[src/rtl/tap_sequencer_pkg.sv]
// Shared definitions for the bicubic tap sequencer: default geometry,
// slot length and the sequencer FSM state encoding.
package tap_sequencer_pkg;

  localparam int IMG_W_DEF   = 100;
  localparam int ADDR_W_DEF  = 14;
  localparam int COORD_W_DEF = 7;

  // cycles per target pixel: one idle ROM-setup phase plus four taps
  localparam int NUM_PHASES  = 5;

  typedef enum logic [1:0] {
    S_IDLE = 2'd0,
    S_PREP = 2'd1,
    S_RUN  = 2'd2,
    S_DONE = 2'd3
  } state_e;

endpackage

[src/rtl/tap_sequencer_frac_div.sv]
// Radix-4 restoring divider: q = floor(num*256/den), 8-bit result, with
// num < den. start loads num and performs the first digit step in the same
// cycle; three further steps follow, so q is complete after 4 edges.
//   CLK, RST (async, active low)
//   start : load num and begin a division
//   num   : remainder (numerator before the *256 scaling)
//   den   : divisor, nonzero
//   q     : quotient, valid after the 4th step until the next start
module tap_sequencer_frac_div
  import tap_sequencer_pkg::*;
#(
  parameter int COORD_W = COORD_W_DEF
) (
  input  logic               CLK,
  input  logic               RST,
  input  logic               start,
  input  logic [COORD_W-1:0] num,
  input  logic [COORD_W-1:0] den,
  output logic [7:0]         q
);

  // partial remainder stays below den, so 4*den needs two extra bits
  localparam int RW = COORD_W + 3;

  logic [RW-1:0] r_q, r_d;
  logic [7:0]    q_q, q_d;
  logic [1:0]    cnt_q, cnt_d;
  logic          act_q, act_d;

  logic [RW-1:0] r_in, r_sh, d1, d2, d3, sub;
  logic [1:0]    dig;

  always_comb begin
    r_in = start ? RW'(num) : r_q;
    // the low dividend bits are all zero, so each step just shifts in 2'b00
    r_sh = r_in << 2;
    d1   = RW'(den);
    d2   = d1 << 1;
    d3   = d1 + d2;
    if      (r_sh >= d3) begin dig = 2'd3; sub = d3;  end
    else if (r_sh >= d2) begin dig = 2'd2; sub = d2;  end
    else if (r_sh >= d1) begin dig = 2'd1; sub = d1;  end
    else                 begin dig = 2'd0; sub = '0;  end

    r_d   = r_q;
    q_d   = q_q;
    cnt_d = cnt_q;
    act_d = act_q;
    if (start || act_q) begin
      r_d   = r_sh - sub;
      q_d   = {start ? 6'd0 : q_q[5:0], dig};
      cnt_d = start ? 2'd1 : cnt_q + 2'd1;
      act_d = start ? 1'b1 : (cnt_q != 2'd3);
    end
  end

  always_ff @(posedge CLK or negedge RST) begin
    if (!RST) begin
      r_q   <= '0;
      q_q   <= '0;
      cnt_q <= '0;
      act_q <= 1'b0;
    end else begin
      r_q   <= r_d;
      q_q   <= q_d;
      cnt_q <= cnt_d;
      act_q <= act_d;
    end
  end

  assign q = q_q;

endmodule

[src/rtl/tap_sequencer.sv]
// Feeder for the bicubic horizontal stage. On start it walks SH source rows
// by TW target columns, and for every target pixel runs a 5-cycle slot:
// rom_addr steps through taps -1..2 in phases 0..3, P_out returns them in
// phases 1..4, X_out holds {x, x^2, x^3} for the whole slot. The fraction
// for the next slot is divided during phases 0..3 and cubed in phase 4.
//   CLK, RST (async, active low)
//   start, V0/H0/SW/SH/TW/TH : frame request and geometry (sampled on start)
//   rom_addr / rom_q         : image ROM, one-cycle read latency
//   P_out, X_out             : tap pixel and packed weight powers
//   phase, tap_valid         : slot phase 0..4, high in phases 1..4
//   busy, done               : frame in progress / one-cycle completion
module tap_sequencer
  import tap_sequencer_pkg::*;
#(
  parameter int IMG_W   = IMG_W_DEF,
  parameter int COORD_W = COORD_W_DEF,
  parameter int ADDR_W  = ADDR_W_DEF
) (
  input  logic               CLK,
  input  logic               RST,
  input  logic               start,
  input  logic [COORD_W-1:0] V0,
  input  logic [COORD_W-1:0] H0,
  input  logic [COORD_W-1:0] SW,
  input  logic [COORD_W-1:0] SH,
  input  logic [COORD_W-1:0] TW,
  input  logic [COORD_W-1:0] TH,
  output logic [ADDR_W-1:0]  rom_addr,
  input  logic [7:0]         rom_q,
  output logic [7:0]         P_out,
  output logic [23:0]        X_out,
  output logic [2:0]         phase,
  output logic               tap_valid,
  output logic               busy,
  output logic               done
);

  localparam int CW = COORD_W;
  localparam int PW = COORD_W + 2;
  localparam logic [2:0] PH_LAST = 3'(NUM_PHASES - 1);

  state_e         st_q, st_d;
  logic [2:0]     ph_q, ph_d;
  logic [CW-1:0]  v0_q, v0_d, h0_q, h0_d, sw_q, sw_d, sh_q, sh_d, tw_q, tw_d;
  logic [CW-1:0]  tx_q, tx_d, ix_q, ix_d, rem_q, rem_d, r_q, r_d;
  logic [23:0]    x_q, x_d;

  // TH only matters to the vertical pass downstream
  logic unused_th;
  assign unused_th = ^TH;

  logic [CW-1:0]  dm1, swm1, nrem, nix, div_num, col;
  logic [CW:0]    rem_sum;
  logic           wrap, last_col, last_row, div_start, run;
  logic [7:0]     div_q, x2, x3;
  logic [1:0]     tsel;
  logic [PW-1:0]  pos, pm1;
  logic [ADDR_W-1:0] addr;

  assign dm1  = tw_q - CW'(1);
  assign swm1 = sw_q - CW'(1);
  assign run  = (st_q == S_RUN);

  // position of the following column; SW <= TW keeps it to one wrap
  always_comb begin
    rem_sum  = {1'b0, rem_q} + {1'b0, swm1};
    wrap     = (rem_sum >= {1'b0, dm1});
    nrem     = wrap ? CW'(rem_sum - {1'b0, dm1}) : CW'(rem_sum);
    nix      = ix_q + CW'(wrap);
    last_col = (tx_q == dm1);
    last_row = (r_q == sh_q - CW'(1));
  end

  // PREP divides for slot 0 (rem 0); RUN divides for the slot after this one
  assign div_num   = (run && !last_col) ? nrem : '0;
  assign div_start = (st_q == S_PREP || run) && (ph_q == 3'd0);

  tap_sequencer_frac_div #(.COORD_W(COORD_W)) u_div (
    .CLK   (CLK),
    .RST   (RST),
    .start (div_start),
    .num   (div_num),
    .den   (dm1),
    .q     (div_q)
  );

  assign x2 = 8'((16'(div_q) * 16'(div_q)) >> 8);
  assign x3 = 8'((16'(x2) * 16'(div_q)) >> 8);

  // tap index t = tsel-1; pos = ix+t+1 keeps the arithmetic unsigned
  always_comb begin
    tsel = (ph_q >= 3'd3) ? 2'd3 : ph_q[1:0];
    pos  = {2'b00, ix_q} + PW'(tsel);
    pm1  = pos - PW'(1);
    if (pos == '0)             col = '0;
    else if (pm1 > PW'(swm1))  col = swm1;
    else                       col = pm1[CW-1:0];
    addr = (ADDR_W'(v0_q) + ADDR_W'(r_q)) * ADDR_W'(IMG_W)
         + ADDR_W'(h0_q) + ADDR_W'(col);
  end

  always_comb begin
    st_d  = st_q;
    ph_d  = ph_q;
    v0_d  = v0_q;
    h0_d  = h0_q;
    sw_d  = sw_q;
    sh_d  = sh_q;
    tw_d  = tw_q;
    tx_d  = tx_q;
    ix_d  = ix_q;
    rem_d = rem_q;
    r_d   = r_q;
    x_d   = x_q;
    case (st_q)
      S_IDLE: if (start) begin
        v0_d  = V0;
        h0_d  = H0;
        sw_d  = SW;
        sh_d  = SH;
        tw_d  = TW;
        tx_d  = '0;
        ix_d  = '0;
        rem_d = '0;
        r_d   = '0;
        ph_d  = '0;
        st_d  = S_PREP;
      end
      S_PREP: begin
        if (ph_q == PH_LAST) begin
          ph_d = '0;
          x_d  = {div_q, x2, x3};
          st_d = S_RUN;
        end else begin
          ph_d = ph_q + 3'd1;
        end
      end
      S_RUN: begin
        if (ph_q == PH_LAST) begin
          ph_d = '0;
          x_d  = {div_q, x2, x3};
          if (last_col) begin
            tx_d  = '0;
            ix_d  = '0;
            rem_d = '0;
            r_d   = r_q + CW'(1);
            if (last_row) st_d = S_DONE;
          end else begin
            tx_d  = tx_q + CW'(1);
            ix_d  = nix;
            rem_d = nrem;
          end
        end else begin
          ph_d = ph_q + 3'd1;
        end
      end
      S_DONE:  st_d = S_IDLE;
      default: st_d = S_IDLE;
    endcase
  end

  always_ff @(posedge CLK or negedge RST) begin
    if (!RST) begin
      st_q  <= S_IDLE;
      ph_q  <= '0;
      v0_q  <= '0;
      h0_q  <= '0;
      sw_q  <= '0;
      sh_q  <= '0;
      tw_q  <= '0;
      tx_q  <= '0;
      ix_q  <= '0;
      rem_q <= '0;
      r_q   <= '0;
      x_q   <= '0;
    end else begin
      st_q  <= st_d;
      ph_q  <= ph_d;
      v0_q  <= v0_d;
      h0_q  <= h0_d;
      sw_q  <= sw_d;
      sh_q  <= sh_d;
      tw_q  <= tw_d;
      tx_q  <= tx_d;
      ix_q  <= ix_d;
      rem_q <= rem_d;
      r_q   <= r_d;
      x_q   <= x_d;
    end
  end

  assign rom_addr  = run ? addr : '0;
  assign phase     = run ? ph_q : '0;
  assign tap_valid = run && (ph_q != 3'd0);
  assign P_out     = tap_valid ? rom_q : 8'd0;
  assign X_out     = x_q;
  assign busy      = (st_q == S_PREP) || run;
  assign done      = (st_q == S_DONE);

endmodule

[config.mk]
export PLATFORM = sky130hd
export DESIGN_NAME = tap_sequencer
export DESIGN_NICKNAME = d
export VERILOG_FILES = /design/src/rtl/tap_sequencer_pkg.sv /design/src/rtl/tap_sequencer_frac_div.sv /design/src/rtl/tap_sequencer.sv
export SDC_FILE = /design/constraint.sdc
export NUM_CORES = 1
export LEC_CHECK = 0
export BUFFER_PORTS_ARGS = -buffer_cell sky130_fd_sc_hd__buf_4
export CORE_ASPECT_RATIO = 0.8
export CORE_MARGIN = 2
export CORE_UTILIZATION = 50
export CTS_CLUSTER_DIAMETER = 120
export CTS_CLUSTER_SIZE = 16
export DETAILED_ROUTE_END_ITERATION = 16
export PLACE_DENSITY = 0.7
export SLEW_MARGIN = 40
export SYNTH_ARGS = -nofsm -noshare
export SYNTH_HDL_FRONTEND = slang
export SYNTH_HIERARCHICAL = 1
export SYNTH_SLANG_ARGS = --single-unit
[constraint.sdc]
create_clock -name CLK -period 13.62 [get_ports CLK]
set_input_delay 2.724 -clock CLK [delete_from_list [all_inputs] [get_ports CLK]]
set_output_delay 2.724 -clock CLK [all_outputs]
set_load 0.005 [all_outputs]
==> results.yml, run 1 <==
critical_path:
  cpLargestDelayFamily: "adder cells"
  crit_type: "reg2out"
  cp-start-kind: "register"
  cpPeakStageDelay_ns: 0.58
  arrival_ns: 7.42
  cp_slowest_cell: "fa_1"
  endpoint_kind: "output port"
  critPathMostFrequentCell: "ha_1"
  crit_required_ns: 10.90
  reg2reg_slack_ns: 4.16
  crit_path_max_fanout: 7
  cp_num_buf_inv: 2
logic_synthesis:
  synth_area_leaders: "dfrtp_1 (22%), ha_1 (18%), fa_1 (12%)"
  synth_area_mm2: 0.0126
  avgSynthCellArea_um2: 9.14
  yosys_register_bits: 111
  synth-edff-count: 0
  synth_fp_nets: 1685
  yosysTopAreaCell: "dfrtp_1"
  async_reset_ff_frac: 1.00
  syn_inst: 1382
  yosys_warnings: 6
  synth_seq_area_share: 0.220
  synth.distinct_cells: 73
  synth_ff_type: "dfrtp_1"
  synth_top_area_share: 0.220
timing:
  drv_slew: 0
  maxSlewHeadroom: 0.452
  setup-violations-final: 0
  period_needed_ns: 10.14
  rsz0062_at_grt: "false"
  finalCritPeriodShare: 0.745
  holdWs_ns: 0.480
  skew_ns: 0.0132
  clock.fmax_mhz: 98.6
  timing.setup.tns_ns: 0
  worst_slew_pin_slew_ns: 0.819
  finalHoldViolCount: 0
clock_network:
  htreeDepth: 3
  cts_tree: "built"
  cts-root-buf: "clkbuf_16"
  cts_buffers: 9
  cts_max_path_buffers: 2
  post_cts_resized: 0
  hold_buffers: 0
  clkTransAtPathRegs_ns: 0.08
  clock-sinks: 111
  insertion_delay_ns: 0.38
  cts_setup_buffers: 0
finish:
  syn2layout_area_growth_pct: 10.7
  final_layout_size_suffix_gt1_frac: 0.141
  most-common-layout-cells: "ha_1 (176), inv_1 (148), dfrtp_1 (111), nand2_1 (109), buf_4 (101)"
  num-nets-final: 1757
  layoutNonFillerInstCount: 1783
  diodes: 0
  final_common_cell: "ha_1"
grt:
  grt_first_pass_wirelength_um: 47300
  antenna_found_initial: 0
  grt_usage: 0.216
  grt_max_degree: 79
  grt_pass1_vias: 9571
  grt-ovfl-total: 0
place:
  gp_congestion: 0.894
  portBuffers: 97
  dp_hpwl_um: 21200
  placed_cells: 1766
run:
  drv_cap: 0
floorplan:
  die_x_um: 182
  dieArea_mm2: 0.0266
  die_h_um: 146
  fp-row-count: 52
  start_util: 0.505
  io_pins: 105
  core_mm2: 0.0250
routing:
  drtIter0Drc: 471
  ant_nets: 0
  route.detailed.drc: 0
  drtPass1Iterations: 5
  wirelength_um: 27300
  avgRoutedWirePerCell_um: 15.3
  routed-via-count: 9788
  vias_per_cell: 5.49
pwr:
  peakVddDrop_mv: 0.0560
  leakagePower_nw: 7.12
  power_density_mw_per_mm2: 46.4
min_path:
  hold_class: "reg2reg"
outcome:
  outcome: "completed"
==> area by class of cell <==
| type | count | area (um^2) |
|---|---|---|
| clock buffer | 11 | 253 |
| clock inverter | 5 | 72.6 |
| fill | 2233 | 11100 |
| inverter | 149 | 559 |
| multi-input combinational | 1080 | 9150 |
| sequential | 111 | 2780 |
| tap | 324 | 405 |
| timing repair buffer | 103 | 777 |
==> registers in the layout, summed over array words and instances, names as in the netlist <==
signal,cells
tw_q,7
u_div/r_q,8
v0_q,7
ix_q,7
rem_q,7
u_div/q,8
ph_q,3
sw_q,7
tx_q,7
u_div/act_q,1
st_q,2
u_div/cnt_q,2
h0_q,7
X_out,24
sh_q,7
r_q,7
==> Yosys cell counts, types with 18 or more instances <==
cell and number:
mux2_2 59, nand2_1 110, and2_1 83, xor2_1 35, nand3_1 23, clkbuf_1 34, a21oi_1 44, xnor2_1 54
ha_1 177, fa_1 73, o21a_1 18, a21o_1 20, mux2i_1 23, nor2_1 79, o21ai_0 74, nor3_1 28
inv_1 148, nor2b_1 19, dfrtp_1 111
==> metrics by stage <==
step / instance area [um^2] / setup slack, ns / util / power (mW)
finish: 14000 / 3.48 / 0.559 / 0.649
global route: 14000 / 2.97 / 0.559 / 0.671
CTS: 14000 / 3.53 / 0.558 / 0.658
detailed placement: 13600 / 3.98 / 0.545 / 0.357
global placement: 13600 / 4.13 / 0.544 / 0.356
floorplan: 12600 / 4.87 / - / 0.337
==> cell families after synthesis <==
logic type,after synthesis,share of synthesized area
adder cells (fa/ha/maj),250,0.291
AND/OR/NAND/NOR,409,0.164
multiplexers,83,0.0720
buffers and inverters,191,0.0599
flip-flops,111,0.220
AO/OA/AOI/OAI,247,0.129
XOR/XNOR,91,0.0653
==> path summary, 6_finish.rpt <==
check,to,depth (start not counted),startpoint
hold / removal,X_out[0],2,X_out[0]
max in group asynchronous,u_div/cnt_q[1],2,RST
hold reg to reg,X_out[0],2,X_out[0]
setup reg to reg,X_out[5],29,u_div/q[6]
min in group asynchronous,v0_q[3],1,RST
setup / recovery,rom_addr[13],26,ph_q[0]
==> worst reg2reg max path: cells and delay by family (launching register included) <==
kind                     cells  cell delay [ns]
buffers and inverters        5             0.34
AO/OA/AOI/OAI                5             2.22
adder cells (fa/ha/maj)     10             4.50
AND/OR/NAND/NOR              8             1.34
multiplexers                 1             0.15
flip-flops                   1             0.77
==> report_power, final <==
group / switching, mW / total [mW] / internal, mW / leakage (nW)
sequential: 0 / 0.329 / 0.329 / 1.26
clock: 0.142 / 0.299 / 0.157 / 0.162
combinational: 0.00940 / 0.0200 / 0.0106 / 5.69
total: 0.152 / 0.649 / 0.497 / 7.12
==> routing by layer <==
| layer | share of wire | wire, um | GRT usage | vias to the layer above |
|---|---|---|---|---|
| met3 | 0.037 | 1010 | 0.0309 | 20 |
| met1 | 0.52 | 14200 | 0.330 | 4707 |
| met2 | 0.43 | 11800 | 0.331 | 174 |
| met4 | 0.0089 | 242 | 0.0354 | 0 |
| met5 | 0 | 0 | 0 | - |
| li1 | - | - | - | 4887 |
Note: power is estimated with default switching activity, not from simulation.
==> run 2, diff against run 1 <==
--- a/config.mk
+++ b/config.mk
@@ -5,6 +5,7 @@
 export SDC_FILE = /design/constraint.sdc
 export NUM_CORES = 1
 export LEC_CHECK = 0
+export ABC_AREA = 1
 export BUFFER_PORTS_ARGS = -buffer_cell sky130_fd_sc_hd__buf_4
 export CORE_ASPECT_RATIO = 0.8
 export CORE_MARGIN = 2
@@ -12,7 +13,7 @@
 export CTS_CLUSTER_DIAMETER = 120
 export CTS_CLUSTER_SIZE = 16
 export DETAILED_ROUTE_END_ITERATION = 16
-export PLACE_DENSITY = 0.7
+export PLACE_DENSITY = 0.72
 export SLEW_MARGIN = 40
 export SYNTH_ARGS = -nofsm -noshare
 export SYNTH_HDL_FRONTEND = slang
==> constraint.sdc (replaced) <==
create_clock -name CLK -period 8.2 [get_ports CLK]
set_input_delay 1.64 -clock CLK [delete_from_list [all_inputs] [get_ports CLK]]
set_output_delay 1.64 -clock CLK [all_outputs]
set_load 0.005 [all_outputs]
==> run 2 against run 1 <==
Design area up 2.9%. Utilization is 1.4 points higher. Die area up 0.16%. Sequential cell count unchanged. Cell count rose by 17%. First-iteration DRC count increased by 29%. Wire length grew 7.4%. Critical path type is now reg2reg.
==> results.yml, run 2 <==
timing:
  period_needed_ns: 7.86
  skew_ns: 0.00878
  finalCritPeriodShare: 0.959
  drv_slew: 0
  finalHoldViolCount: 0
  worst_slew_pin_slew_ns: 0.711
  rsz0062_at_grt: "true"
  maxSlewHeadroom: 0.525
  setup-violations-final: 0
  clock.fmax_mhz: 127
logic_synthesis:
  syn_inst: 1642
  synth.distinct_cells: 54
  synth_top_family_by_area: "adder cells"
  synth.most_common_cell: "nand2_1"
  yosysTopAreaCell: "dfrtp_1"
  synth_xor_area_frac: 0.0569
  avgSynthCellArea_um2: 7.71
  synthTopCellsByCount: "nand2_1 (330), inv_1 (288), ha_1 (177)"
  synth_area_mm2: 0.0127
  synth-edff-count: 0
  synth_adder_area_share: 0.290
  synth_fp_nets: 1945
  synth_seq_area_share: 0.219
  yosys.area_share.simple: 0.220
  synth_compound_area_frac: 0.0901
  synth.mux.area_fraction: 0.0205
  async_reset_ff_frac: 1.00
  synth_area_leaders: "dfrtp_1 (22%), ha_1 (17%), fa_1 (12%)"
  yosys_register_bits: 111
  yosys_warnings: 6
  synth_ff_type: "dfrtp_1"
  synth_top_area_share: 0.219
clock_network:
  cts_max_path_buffers: 2
  cts_buffers: 9
  hold_buffers: 0
  cts-root-buf: "clkbuf_16"
  clkTransAtPathRegs_ns: 0.08
  insertion_delay_ns: 0.36
  htreeDepth: 3
  clock-sinks: 111
  cts_tree: "built"
place:
  gp_congestion: 0.879
  portBuffers: 97
  dp_hpwl_um: 23400
routing:
  wirelength_um: 29300
  drtIter0Drc: 607
  vias_per_cell: 5.16
  drtPass1Iterations: 5
  avgRoutedWirePerCell_um: 14.1
  ant_nets: 0
  route.detailed.drc: 0
  routed-via-count: 10758
finish:
  utilization: 0.573
  fillCellCount: 2316
  syn2layout_area_growth_pct: 13.7
  final_layout_size_suffix_gt1_frac: 0.155
  largest_reg_flops: 24
  final_common_cell: "nand2_1"
  diodes: 0
  num-nets-final: 2058
  most-common-layout-cells: "nand2_1 (327), inv_1 (285), ha_1 (170), nor2_1 (159), buf_4 (131)"
floorplan:
  core_mm2: 0.0251
  die_h_um: 146
  die_x_um: 182
  start_util: 0.504
  io_pins: 105
  fp-row-count: 52
  dieArea_mm2: 0.0266
critical_path:
  crit_type: "reg2reg"
  arrival_ns: 8.08
  crit_path_max_fanout: 5
  cp_slowest_cell: "fa_1"
  cp-start-kind: "register"
  cpPeakStageDelay_ns: 0.55
  crit_required_ns: 8.42
  critPathMostFrequentCell: "fa_1"
  endpoint_kind: "register"
run:
  drv_cap: 0
grt:
  grt-ovfl-total: 0
  grt_pass1_vias: 10454
  grt_max_degree: 60
  grt_first_pass_wirelength_um: 49900
  antenna_found_initial: 0
  grt_usage: 0.228
outcome:
  outcome: "completed"
min_path:
  hold_class: "reg2reg"
-- run 2: cell count changes after synthesis, moves of 16 or more --
cell / delta
inv_1: +140
and2_1: -81
nor2b_1: -19
a21oi_1: +36
mux2_2: -36
mux2i_1: -23
nand3_1: +39
o21a_1: -16
nor2_1: +86
nand2_1: +220
xnor2_1: -30
nand2_2: +22
-- run 2: final cells by class --
class	instances	area [um^2]	share of cell area
multi-input combinational	1201	8790	0.611
sequential	111	2780	0.193
inverter	299	1120	0.0782
timing repair buffer	133	1010	0.0699
tap	324	405	0.0282
clock buffer	9	225	0.0156
clock inverter	6	57.6	0.00400
-- run 2: worst paths after layout --
kind	from	end	slack [ns]	cells after the start
setup / recovery	u_div/q[2]	X_out[1]	0.34	38
hold / removal	u_div/cnt_q[1]	u_div/cnt_q[1]	0.49	2
setup reg to reg	u_div/q[2]	X_out[1]	0.34	38
hold reg to reg	u_div/cnt_q[1]	u_div/cnt_q[1]	0.49	2
max in group asynchronous	RST	sw_q[0]	5.91	2
min in group asynchronous	RST	X_out[4]	1.30	1
-- run 2: critical path, delay by kind of cell, from the launching register on --
family,cells,cell delay [ns]
compound gates,3,0.35
xor+xnor,1,0.30
fa+ha+maj,10,4.23
buf+inv,7,0.55
flops,1,0.45
simple gates,17,1.81
-- run 2: per-layer routing --
| metal | wire [um] | GRT usage | share of wire | vias up |
|---|---|---|---|---|
| li1 | - | - | - | 5409 |
| met1 | 14300 | 0.329 | 0.49 | 5092 |
| met2 | 13100 | 0.360 | 0.45 | 220 |
| met3 | 1390 | 0.0417 | 0.047 | 37 |
| met4 | 470 | 0.0464 | 0.016 | 0 |
| met5 | 0 | 0 | 0 | - |
-- run 2: metrics by stage --
stage	instances	worst slack [ns]	area (um^2)	TNS [ns]	hold WS (ns)
after global placement	2054	0.236	13800	0	0.465
after CTS	2069	0.0500	14100	0	0.487
after detailed placement	2054	0.126	13800	0	0.468
after global routing	2083	-0.0479	14400	-0.0526	0.506
final	2083	0.339	14400	0	0.487
after floorplan	1642	0.431	12700	0	0.446
-- run 2: cells by family after synthesis --
group,after synthesis
AND/OR/NAND/NOR,642
multiplexers,23
buffers and inverters,331
adder cells (fa/ha/maj),250
flip-flops,111
XOR/XNOR,78
AO/OA/AOI/OAI,207
-- run 2: repair_timing --
action | in CTS | in global routing
endpoints found under the setup margin | 1 | 13
setup buffers | 0 | 13
resized for setup | 1 | 37
gates cloned | 0 | 1
pin swaps | 0 | 21
endpoints found under the hold margin | 0 | 0
Power of run 2 is left out: the tool's default activity adds up to more than one toggle a clock period on the data nets, which glitch-free logic cannot reach.
==> run 3, diff against run 2 <==
--- a/config.mk
+++ b/config.mk
@@ -13,7 +13,7 @@
 export CTS_CLUSTER_DIAMETER = 120
 export CTS_CLUSTER_SIZE = 16
 export DETAILED_ROUTE_END_ITERATION = 16
-export PLACE_DENSITY = 0.72
+export PLACE_DENSITY = 0.7
 export SLEW_MARGIN = 40
 export SYNTH_ARGS = -nofsm -noshare
 export SYNTH_HDL_FRONTEND = slang
==> constraint.sdc (replaced) <==
create_clock -name CLK -period 8.03 [get_ports CLK]
set_input_delay 1.606 -clock CLK [delete_from_list [all_inputs] [get_ports CLK]]
set_output_delay 1.606 -clock CLK [all_outputs]
set_load 0.005 [all_outputs]
==> run 3 against run 2 <==
Worst hold slack got worse by 0.0032 ns. Utilization increased by 1.0 points. Critical path depth decreased by 5. Non-clock buffer count increased by 19. Largest cell class unchanged. Register-to-register slack about the same.
==> results.yml, run 3 (same netlist as run 2, synthesis figures left out) <==
floorplan:
  core_mm2: 0.0251
  die_h_um: 146
  die_x_um: 182
  dieArea_mm2: 0.0266
  io_pins: 105
  fp-row-count: 52
  start_util: 0.504
critical_path:
  cpPeakStageDelay_ns: 0.52
  crit_required_ns: 6.42
  crit_start: "ph_q[0]"
  reg2reg_from: "u_div/q[3]"
  cp_slowest_cell: "fa_1"
  r2r-end: "X_out[7]"
  reg2reg_slack_ns: 0.35
  crit_path_max_fanout: 6
  crit_type: "reg2out"
  cp-start-kind: "register"
  endpoint_kind: "output port"
  worstRegToRegCells: 36
  arrival_ns: 6.10
routing:
  drtIter0Drc: 635
  wirelength_um: 29800
  vias_per_cell: 5.15
  ant_nets: 0
  route.detailed.drc: 0
  routed-via-count: 10824
  avgRoutedWirePerCell_um: 14.2
  drtPass1Iterations: 5
finish:
  diodes: 0
  fillCellCount: 2245
  syn2layout_area_growth_pct: 15.7
  most-common-layout-cells: "nand2_1 (325), inv_1 (285), ha_1 (167), nor2_1 (157), buf_4 (150)"
  largest_reg_flops: 24
  final_layout_size_suffix_gt1_frac: 0.171
  final_common_cell: "nand2_1"
  num-nets-final: 2077
  regArea_mm2: 0.00278
  multi_input_comb_area_mm2: 0.00887
place:
  portBuffers: 97
  dp_hpwl_um: 23600
  dp_slack_ns: 0.0782
  gp_congestion: 0.921
timing:
  finalHoldViolCount: 0
  worst_slew_pin_slew_ns: 0.729
  drv_slew: 0
  skew_ns: 0.0143
  finalCritPeriodShare: 0.959
  period_needed_ns: 7.70
  setup-violations-final: 0
  rsz0062_at_grt: "true"
  fin_ws_ns: 0.327
  clock.fmax_mhz: 130
  maxSlewHeadroom: 0.512
run:
  drv_cap: 0
min_path:
  min_to: "u_div/r_q[5]"
  min_path_cells: 2
  holdCritStartpoint: "u_div/r_q[5]"
  hold_class: "reg2reg"
clock_network:
  cts_buffers: 9
  clkTransAtPathRegs_ns: 0.08
  cts-root-buf: "clkbuf_16"
  clock-sinks: 111
  htreeDepth: 3
  cts_tree: "built"
  insertion_delay_ns: 0.37
  hold_buffers: 0
  cts_max_path_buffers: 2
grt:
  grt_usage: 0.232
  grt_max_degree: 65
  grt_pass1_vias: 10646
  antenna_found_initial: 0
  grt-ovfl-total: 0
  grt_first_pass_wirelength_um: 50400
outcome:
  outcome: "completed"
## run 3: timing repair
| item | in CTS | in global routing |
|---|---|---|
| gates cloned | 0 | 1 |
| pin swaps | 0 | 38 |
| endpoints found under the setup margin | 1 | 14 |
| resized for setup | 1 | 54 |
| buffers inserted | 0 | 15 |
## run 3: per-layer routing
| metal | up-vias | part of all wire | track usage |
|---|---|---|---|
| li1 | 5458 | - | - |
| met1 | 5104 | 0.49 | 0.335 |
| met2 | 233 | 0.45 | 0.367 |
| met3 | 29 | 0.049 | 0.0359 |
| met4 | 0 | 0.014 | 0.0528 |
| met5 | - | 0 | 0 |
## run 3: cell type report
cell class,instances,share of cell area
repair buffers,152,0.0784
inverters,299,0.0768
multi-input cells,1201,0.606
clock inverters,6,0.00513
flip-flops and latches,111,0.190
well taps,324,0.0277
clock buffers,10,0.0163
## run 3: how the worst max path moves through the flow
stage,to,slack (ns),cells past startpoint
6_report,rom_addr[13],0.33,33
3_5_place_dp,X_out[7],0.08,37
2_1_floorplan,X_out[7],0.26,38
5_1_grt,rom_addr[13],-0.03,36
3_3_place_gp,X_out[7],0.15,37
4_1_cts,rom_addr[13],0.003,34
## run 3: worst max-delay path: cells and delay by family (launching register included)
kind	cells	cell delay (ns)
AOI/OAI and AO/OA	4	0.88
xor gates and xnor gates	1	0.17
adders and majority gates	8	2.43
buffers and inverters	5	0.41
DFF	1	0.41
and+or+nand+nor	15	1.41
## run 3: through the flow
stage / cell area, um^2 / utilization / hold slack, ns / TNS, ns / cells
after global routing: 14600 / 0.583 / 0.520 / -0.0389 / 2103
after detailed placement: 13900 / 0.555 / 0.468 / 0 / 2071
final: 14600 / 0.583 / 0.484 / 0 / 2103
after floorplan: 12700 / - / 0.446 / 0 / 1642
after global placement: 13900 / 0.554 / 0.463 / 0 / 2071
after CTS: 14200 / 0.567 / 0.491 / 0 / 2087
Power of run 3 is left out for the same reason.
